==> src/rtl/uart_top.sv <==
// UART with 16x oversampling baud generator, TX/RX FIFOs and
// configurable data bits, parity and stop length.

// Synchronous FIFO with wrap-around pointers; head is the word at the read pointer.
module uart_fifo #(
  parameter int W     = 8,
  parameter int DEPTH = 16
) (
  input  logic         clk,
  input  logic         rst_n,
  input  logic         wr_en,
  input  logic [W-1:0] din,
  input  logic         rd_en,
  output logic [W-1:0] head,
  output logic         full,
  output logic         empty
);
  localparam int AW = $clog2(DEPTH);
  localparam logic [AW:0] PTR_ONE = 1;

  logic [W-1:0] mem [DEPTH];
  logic [AW:0]  wr_ptr;
  logic [AW:0]  rd_ptr;
  logic         do_wr;
  logic         do_rd;

  assign empty = (wr_ptr == rd_ptr);
  assign full  = (wr_ptr[AW] != rd_ptr[AW]) && (wr_ptr[AW-1:0] == rd_ptr[AW-1:0]);
  assign do_wr = wr_en && !full;
  assign do_rd = rd_en && !empty;
  assign head  = mem[rd_ptr[AW-1:0]];

  // Storage array, written on accepted pushes only.
  always_ff @(posedge clk) begin
    if (do_wr) mem[wr_ptr[AW-1:0]] <= din;
  end

  // Pointer advance; push ignored when full, pop ignored when empty.
  always_ff @(posedge clk or negedge rst_n) begin
    if (!rst_n) begin
      wr_ptr <= '0;
      rd_ptr <= '0;
    end else begin
      if (do_wr) wr_ptr <= wr_ptr + PTR_ONE;
      if (do_rd) rd_ptr <= rd_ptr + PTR_ONE;
    end
  end
endmodule

module uart_top #(
  parameter int DATA_BITS  = 8,
  parameter int PAR_TYP    = 0,
  parameter int SB_TICK    = 16,
  parameter int FIFO_DEPTH = 16,
  parameter int CLK_FREQ   = 100_000_000,
  parameter int BAUD_RATE  = 115200
) (
  input  logic                 clk,
  input  logic                 rst_n,
  input  logic                 rx,
  output logic                 tx,
  input  logic                 tx_fifo_wr_en,
  input  logic [DATA_BITS-1:0] tx_fifo_din,
  output logic                 tx_fifo_full,
  input  logic                 rx_fifo_rd_en,
  output logic [DATA_BITS-1:0] rx_fifo_dout,
  output logic                 rx_fifo_empty,
  output logic                 rx_error
);
  localparam int unsigned DIV = CLK_FREQ / (BAUD_RATE * 16);

  typedef enum logic [2:0] {IDLE, START, DATA, PARITY, STOP} state_t;

  // Baud generator
  logic [15:0] baud_cnt;
  logic        tick;

  assign tick = (baud_cnt == 16'(DIV - 1));

  // Free-running divider, one-clk tick at each wrap.
  always_ff @(posedge clk or negedge rst_n) begin
    if (!rst_n)    baud_cnt <= '0;
    else if (tick) baud_cnt <= '0;
    else           baud_cnt <= baud_cnt + 16'd1;
  end

  // TX path
  logic                 tx_start;
  logic [DATA_BITS-1:0] tx_data;
  logic                 tx_done;
  logic                 tx_fifo_empty;
  state_t               tx_state;
  logic [7:0]           tx_tick_cnt;
  logic [3:0]           tx_bit_cnt;
  logic [DATA_BITS-1:0] tx_shreg;
  logic                 tx_par;
  logic                 tx_reg;

  assign tx = tx_reg;
  // The tx_done cycle is skipped so the line always shows at least one idle clk.
  assign tx_start = (tx_state == IDLE) && !tx_fifo_empty && !tx_done;

  uart_fifo #(.W(DATA_BITS), .DEPTH(FIFO_DEPTH)) u_tx_fifo (
    .clk   (clk),
    .rst_n (rst_n),
    .wr_en (tx_fifo_wr_en),
    .din   (tx_fifo_din),
    .rd_en (tx_start),
    .head  (tx_data),
    .full  (tx_fifo_full),
    .empty (tx_fifo_empty)
  );

  // TX FSM: serialises the popped byte, each bit held for 16 ticks.
  always_ff @(posedge clk or negedge rst_n) begin
    if (!rst_n) begin
      tx_state    <= IDLE;
      tx_tick_cnt <= '0;
      tx_bit_cnt  <= '0;
      tx_shreg    <= '0;
      tx_par      <= 1'b0;
      tx_reg      <= 1'b1;
      tx_done     <= 1'b0;
    end else begin
      tx_done <= 1'b0;
      case (tx_state)
        IDLE: begin
          tx_reg <= 1'b1;
          if (tx_start) begin
            tx_state    <= START;
            tx_shreg    <= tx_data;
            tx_par      <= (PAR_TYP == 2) ? ~^tx_data : ^tx_data;
            tx_tick_cnt <= '0;
            tx_reg      <= 1'b0;
          end
        end
        START: if (tick) begin
          if (tx_tick_cnt == 8'd15) begin
            tx_tick_cnt <= '0;
            tx_bit_cnt  <= '0;
            tx_state    <= DATA;
            tx_reg      <= tx_shreg[0];
          end else tx_tick_cnt <= tx_tick_cnt + 8'd1;
        end
        DATA: if (tick) begin
          if (tx_tick_cnt == 8'd15) begin
            tx_tick_cnt <= '0;
            tx_shreg    <= tx_shreg >> 1;
            if (tx_bit_cnt == 4'(DATA_BITS - 1)) begin
              if (PAR_TYP != 0) begin
                tx_state <= PARITY;
                tx_reg   <= tx_par;
              end else begin
                tx_state <= STOP;
                tx_reg   <= 1'b1;
              end
            end else begin
              tx_bit_cnt <= tx_bit_cnt + 4'd1;
              tx_reg     <= tx_shreg[1];
            end
          end else tx_tick_cnt <= tx_tick_cnt + 8'd1;
        end
        PARITY: if (tick) begin
          if (tx_tick_cnt == 8'd15) begin
            tx_tick_cnt <= '0;
            tx_state    <= STOP;
            tx_reg      <= 1'b1;
          end else tx_tick_cnt <= tx_tick_cnt + 8'd1;
        end
        STOP: if (tick) begin
          if (tx_tick_cnt == 8'(SB_TICK - 1)) begin
            tx_state <= IDLE;
            tx_done  <= 1'b1;
          end else tx_tick_cnt <= tx_tick_cnt + 8'd1;
        end
        default: tx_state <= IDLE;
      endcase
    end
  end

  // RX path
  logic                 rx_done;
  logic [DATA_BITS-1:0] uart_rx_data;
  logic                 rx_fifo_full;
  logic                 rx_s1;
  logic                 rx_s2;
  logic                 rx_q;
  logic                 rx_fall;
  state_t               rx_state;
  logic [7:0]           rx_tick_cnt;
  logic [3:0]           rx_bit_cnt;
  logic                 rx_par_bit;
  logic                 rx_par_ok;
  logic                 rx_good;
  logic                 rx_push;
  logic [DATA_BITS-1:0] rx_head;

  assign rx_fall   = rx_q && !rx_s2;
  assign rx_par_ok = (PAR_TYP == 0) || (((^uart_rx_data) ^ rx_par_bit) == (PAR_TYP == 2));
  assign rx_push   = rx_done && rx_good && !rx_fifo_full;

  // Two-flop synchroniser plus one delayed copy for edge detection.
  always_ff @(posedge clk or negedge rst_n) begin
    if (!rst_n) begin
      rx_s1 <= 1'b1;
      rx_s2 <= 1'b1;
      rx_q  <= 1'b1;
    end else begin
      rx_s1 <= rx;
      rx_s2 <= rx_s1;
      rx_q  <= rx_s2;
    end
  end

  // RX FSM: mid-bit sampling; stop level and parity are judged together at frame end.
  always_ff @(posedge clk or negedge rst_n) begin
    if (!rst_n) begin
      rx_state     <= IDLE;
      rx_tick_cnt  <= '0;
      rx_bit_cnt   <= '0;
      uart_rx_data <= '0;
      rx_par_bit   <= 1'b0;
      rx_good      <= 1'b0;
      rx_done      <= 1'b0;
    end else begin
      rx_done <= 1'b0;
      case (rx_state)
        IDLE: if (rx_fall) begin
          rx_state    <= START;
          rx_tick_cnt <= '0;
        end
        START: if (tick) begin
          if (rx_tick_cnt == 8'd7) begin
            rx_tick_cnt <= '0;
            rx_bit_cnt  <= '0;
            rx_state    <= rx_s2 ? IDLE : DATA;
          end else rx_tick_cnt <= rx_tick_cnt + 8'd1;
        end
        DATA: if (tick) begin
          if (rx_tick_cnt == 8'd15) begin
            rx_tick_cnt  <= '0;
            uart_rx_data <= {rx_s2, uart_rx_data[DATA_BITS-1:1]};
            if (rx_bit_cnt == 4'(DATA_BITS - 1)) rx_state <= (PAR_TYP != 0) ? PARITY : STOP;
            else                                  rx_bit_cnt <= rx_bit_cnt + 4'd1;
          end else rx_tick_cnt <= rx_tick_cnt + 8'd1;
        end
        PARITY: if (tick) begin
          if (rx_tick_cnt == 8'd15) begin
            rx_tick_cnt <= '0;
            rx_par_bit  <= rx_s2;
            rx_state    <= STOP;
          end else rx_tick_cnt <= rx_tick_cnt + 8'd1;
        end
        STOP: if (tick) begin
          if (rx_tick_cnt == 8'(SB_TICK - 1)) begin
            rx_done  <= 1'b1;
            rx_good  <= rx_s2 && rx_par_ok;
            rx_state <= IDLE;
          end else rx_tick_cnt <= rx_tick_cnt + 8'd1;
        end
        default: rx_state <= IDLE;
      endcase
    end
  end

  uart_fifo #(.W(DATA_BITS), .DEPTH(FIFO_DEPTH)) u_rx_fifo (
    .clk   (clk),
    .rst_n (rst_n),
    .wr_en (rx_push),
    .din   (uart_rx_data),
    .rd_en (rx_fifo_rd_en),
    .head  (rx_head),
    .full  (rx_fifo_full),
    .empty (rx_fifo_empty)
  );

  // Registered read port and one-clk error pulse for framing/parity/overrun.
  always_ff @(posedge clk or negedge rst_n) begin
    if (!rst_n) begin
      rx_fifo_dout <= '0;
      rx_error     <= 1'b0;
    end else begin
      if (rx_fifo_rd_en && !rx_fifo_empty) rx_fifo_dout <= rx_head;
      rx_error <= rx_done && (!rx_good || rx_fifo_full);
    end
  end
endmodule

==> config.mk <==
export PLATFORM = sky130hd
export DESIGN_NAME = uart_top
export DESIGN_NICKNAME = d
export VERILOG_FILES = /design/src/rtl/uart_top.sv
export SDC_FILE = /design/constraint.sdc
export NUM_CORES = 1
export LEC_CHECK = 0
export ABC_CLOCK_PERIOD_IN_PS = 5350
export CAP_MARGIN = 20
export CORE_ASPECT_RATIO = 2
export CORE_MARGIN = 2
export CORE_UTILIZATION = 60
export DETAILED_ROUTE_END_ITERATION = 7
export GPL_ROUTABILITY_DRIVEN = 1
export PLACE_DENSITY = 0.76
export SYNTH_ARGS = -nofsm -noshare
export SYNTH_HDL_FRONTEND = slang
export SYNTH_SLANG_ARGS = --single-unit
==> constraint.sdc <==
create_clock -name clk -period 5.35 [get_ports clk]
set_input_delay 0.535 -clock clk [delete_from_list [all_inputs] [get_ports clk]]
set_output_delay 0.535 -clock clk [all_outputs]
set_load 0.02 [all_outputs]
==> reports/summary.txt <==
clock buffer depth: 3
Total Wirelength: 29.7 mm
EDFF count, synth: 256
Synth Area in Simple Gates: 7.07%
Synth top area share: 51.7%
GPL Wtd Cong: 0.817
Final Hold Vio Count: 0
post-CTS setup buffers: 0
crit path max fanout: 36
cell area after layout: 16500 sq um
Top Ports: 25
final setup TNS: 0 ns
DRT met1 WL: 9.67 mm
crit path launch: u_rx_fifo.rd_ptr[1]$_DFFE_PN0P_
Synth Area in Adders: 1.35%
largest net degree at the start of global routing: 65
cells after synthesis: 899
Synth warnings: 0
final period utilization: 61.9%
Sink Count: 354
Final Skew: 0.0182 ns
Max Used Layer: met4
# H-tree levels: 1
largest family of logic cells by synthesized area: multiplexers
Slew HR: 24.1%
routed len/inst: 23.2 microns
post-synthesis mux area share: 14.2%
slowest cell on the critical path: clkdlybuf4s50_1
Max VDD drop: 0.329 mV
Starting DRT DRC Count: 488
count of final setup violators: 0
DP Wirelength: 20.8 mm
most frequent cell after synthesis: edfxtp_1
Largest stage delay, worst path: 0.61 ns
chip width: 115 microns
r2r setup slk: 2.35 ns
initial antenna violation count: 0
Synth Cell Area: 14900 sq um
WHS Path Cells: 0
Req. time, crit path: 4.82 ns
post-synthesis area per instance: 16.5 sq um
largest cells by area after synthesis: edfxtp_1 52%, dfrtp_1 16%, mux4_2 9.2%
RSZ-0062 raised after global routing: false
placed cell area: 15400 sq um
pre-CTS WS: 2.18 ns
worst reg2reg path depth: 5
row cnt: 81
reg2reg start: u_tx_fifo.rd_ptr[2]$_DFFE_PN0P_
Via density: 6.11
worst slew pin tran: 1.14 ns
cell taking the most area after synthesis: edfxtp_1
Tot GR Track Use: 23.8%
Clock Latency Late Sink: 0.56 ns
critical path data arrival time: 2.78 ns
antenna cell count: 0
clock tree from TritonCTS: yes
final worst-path setup slack: 2.04 ns
top_reg_cell synth: edfxtp_1
met3 wire length: 787 microns
IO buf count: 24
sequential area share after synthesis: 68.2%
final routed DRC violation total: 0
startpoint types: flip-flop
FFs w/ async S/R, synth: 27.7%
layout cells sized above 1: 21.0%
vias in the first global route: 8309
Worst R2R End: u_tx_fifo.mem[4][1]$_DFFE_PP_
max_cap viols: 0
xor-xnor portion of the synthesized cell area: 2.53%
ANT nets after route: 0
Core Util, Final: 67.4%
total CTS buffers: 30
Hold Path Sink: rx_s2$_DFF_PN1_
synthesized net count: 928
DRT Pass-1 Iters: 5
routed via count: 7800
Final #Nets: 950
register bit total from synthesis: 354
die area: 26100 sq um
gr ovfl total: 0
Synth Area in Compound Gates: 4.63%
core area: 24400 sq um
Initial Util: 60.9%
clock root cell: clkbuf_16
die height: 227 microns
Max Clk Rate: 0.302 GHz
hold path start: rx_s1$_DFF_PN1_
CP cell instances: buf_4 -> xor2_1 -> nor4_1 -> and2_1 -> clkdlybuf4s50_1
outcome: complete, no violations
WS Path Type: flip-flop to output port
Hold WC Path Type: flip-flop to flip-flop
Layout area overhead: 10.7%
commonest cells in the netlist: 256 x edfxtp_1, 94 x dfrtp_1, 61 x mux4_2
CTS clock-pin slew for the worst setup and hold paths: 0.07 ns
WL met2: 17.7 mm
global-route wire length before repair: 46.0 mm
CP endpoint kind: output port
library cells used by synthesis: 66
Final min period: 3.31 ns
fin. max-slew vios: 0
Leak: 5.52 nW
pwr dens: 367 nW/um^2
==> how the worst max path moves through the flow <==
stage          slack (ns)  depth (start not counted)                             to
2_1_floorplan        2.91                          5  u_tx_fifo.mem[1][0]$_DFFE_PP_
4_1_cts              1.98                          5                  rx_fifo_empty
3_5_place_dp         2.18                          5  u_tx_fifo.mem[5][3]$_DFFE_PP_
5_1_grt              1.81                          4                  rx_fifo_empty
6_report             2.04                          5                  rx_fifo_empty
3_3_place_gp         2.35                          5  u_tx_fifo.mem[7][7]$_DFFE_PP_
==> repair_timing <==
item / 4_1_cts / 5_1_grt
resized for setup: 0 / 0
hold endpoints to repair: 34 / 0
hold buffers: 1 / 0
==> placed cells by master, fill, tap and decap left out, drive strengths merged, types with 13 or more instances in the layout <==
master / n
nand4: 13
ha: 16
inv: 29
nand2: 34
nand3: 21
edfxtp: 256
clkdlybuf4s50: 23
xor2: 18
mux4: 61
xnor2: 25
clkbuf: 36
clkinv: 15
and3: 28
dfrtp: 94
o21ai: 26
mux2i: 22
nor2: 36
mux2: 46
==> power by group <==
group / internal, mW / switching (mW) / total, mW
clock network: 1.24 / 0.967 / 2.20
registers: 3.07 / 0.135 / 3.21
logic: 0.276 / 0.355 / 0.631
total: 4.58 / 1.46 / 6.04
==> per-layer routing <==
layer / vias to the layer above / global-route usage (%)
met4: 0 / 12.1
li1: 3534 / -
met5: - / 0
met2: 160 / 47.3
met1: 4026 / 23.4
met3: 80 / 2.25
==> per-stage QoR <==
stage	total power [mW]	instances	hold WS [ns]
floorplan	3.68	899	0.239
detailed placement	3.91	1216	0.347
CTS	6.09	1273	0.343
global route	6.24	1277	0.361
finish	6.04	1277	0.349
global placement	3.89	1216	0.348
==> cell type report <==
class | count | area, sq um
clock buffers | 34 | 807
clock inverters | 22 | 206
fillers | 1609 | 7960
inverters | 28 | 105
multi-input cells | 470 | 4460
flip-flops and latches | 354 | 10100
well taps | 332 | 415
repair buffers | 37 | 333
==> critical path, delay by kind of cell (launching register included) <==
kind | cells | cell delay [ns]
flip-flops | 1 | 0.32
buffers and inverters | 2 | 1.03
AND/OR/NAND/NOR | 2 | 0.72
XOR/XNOR | 1 | 0.13
==> logic make-up (layout without fill, tap and decap cells) <==
logic type                 after synthesis  in the layout
xor gates and xnor gates                43             43
muxes                                  129            129
DFF                                    354            354
adders and majority gates               16             16
and+or+nand+nor                        191            191
AOI/OAI and AO/OA                       91             91
buffers and inverters                   75            121
Note: power is estimated with default switching activity, not from simulation.
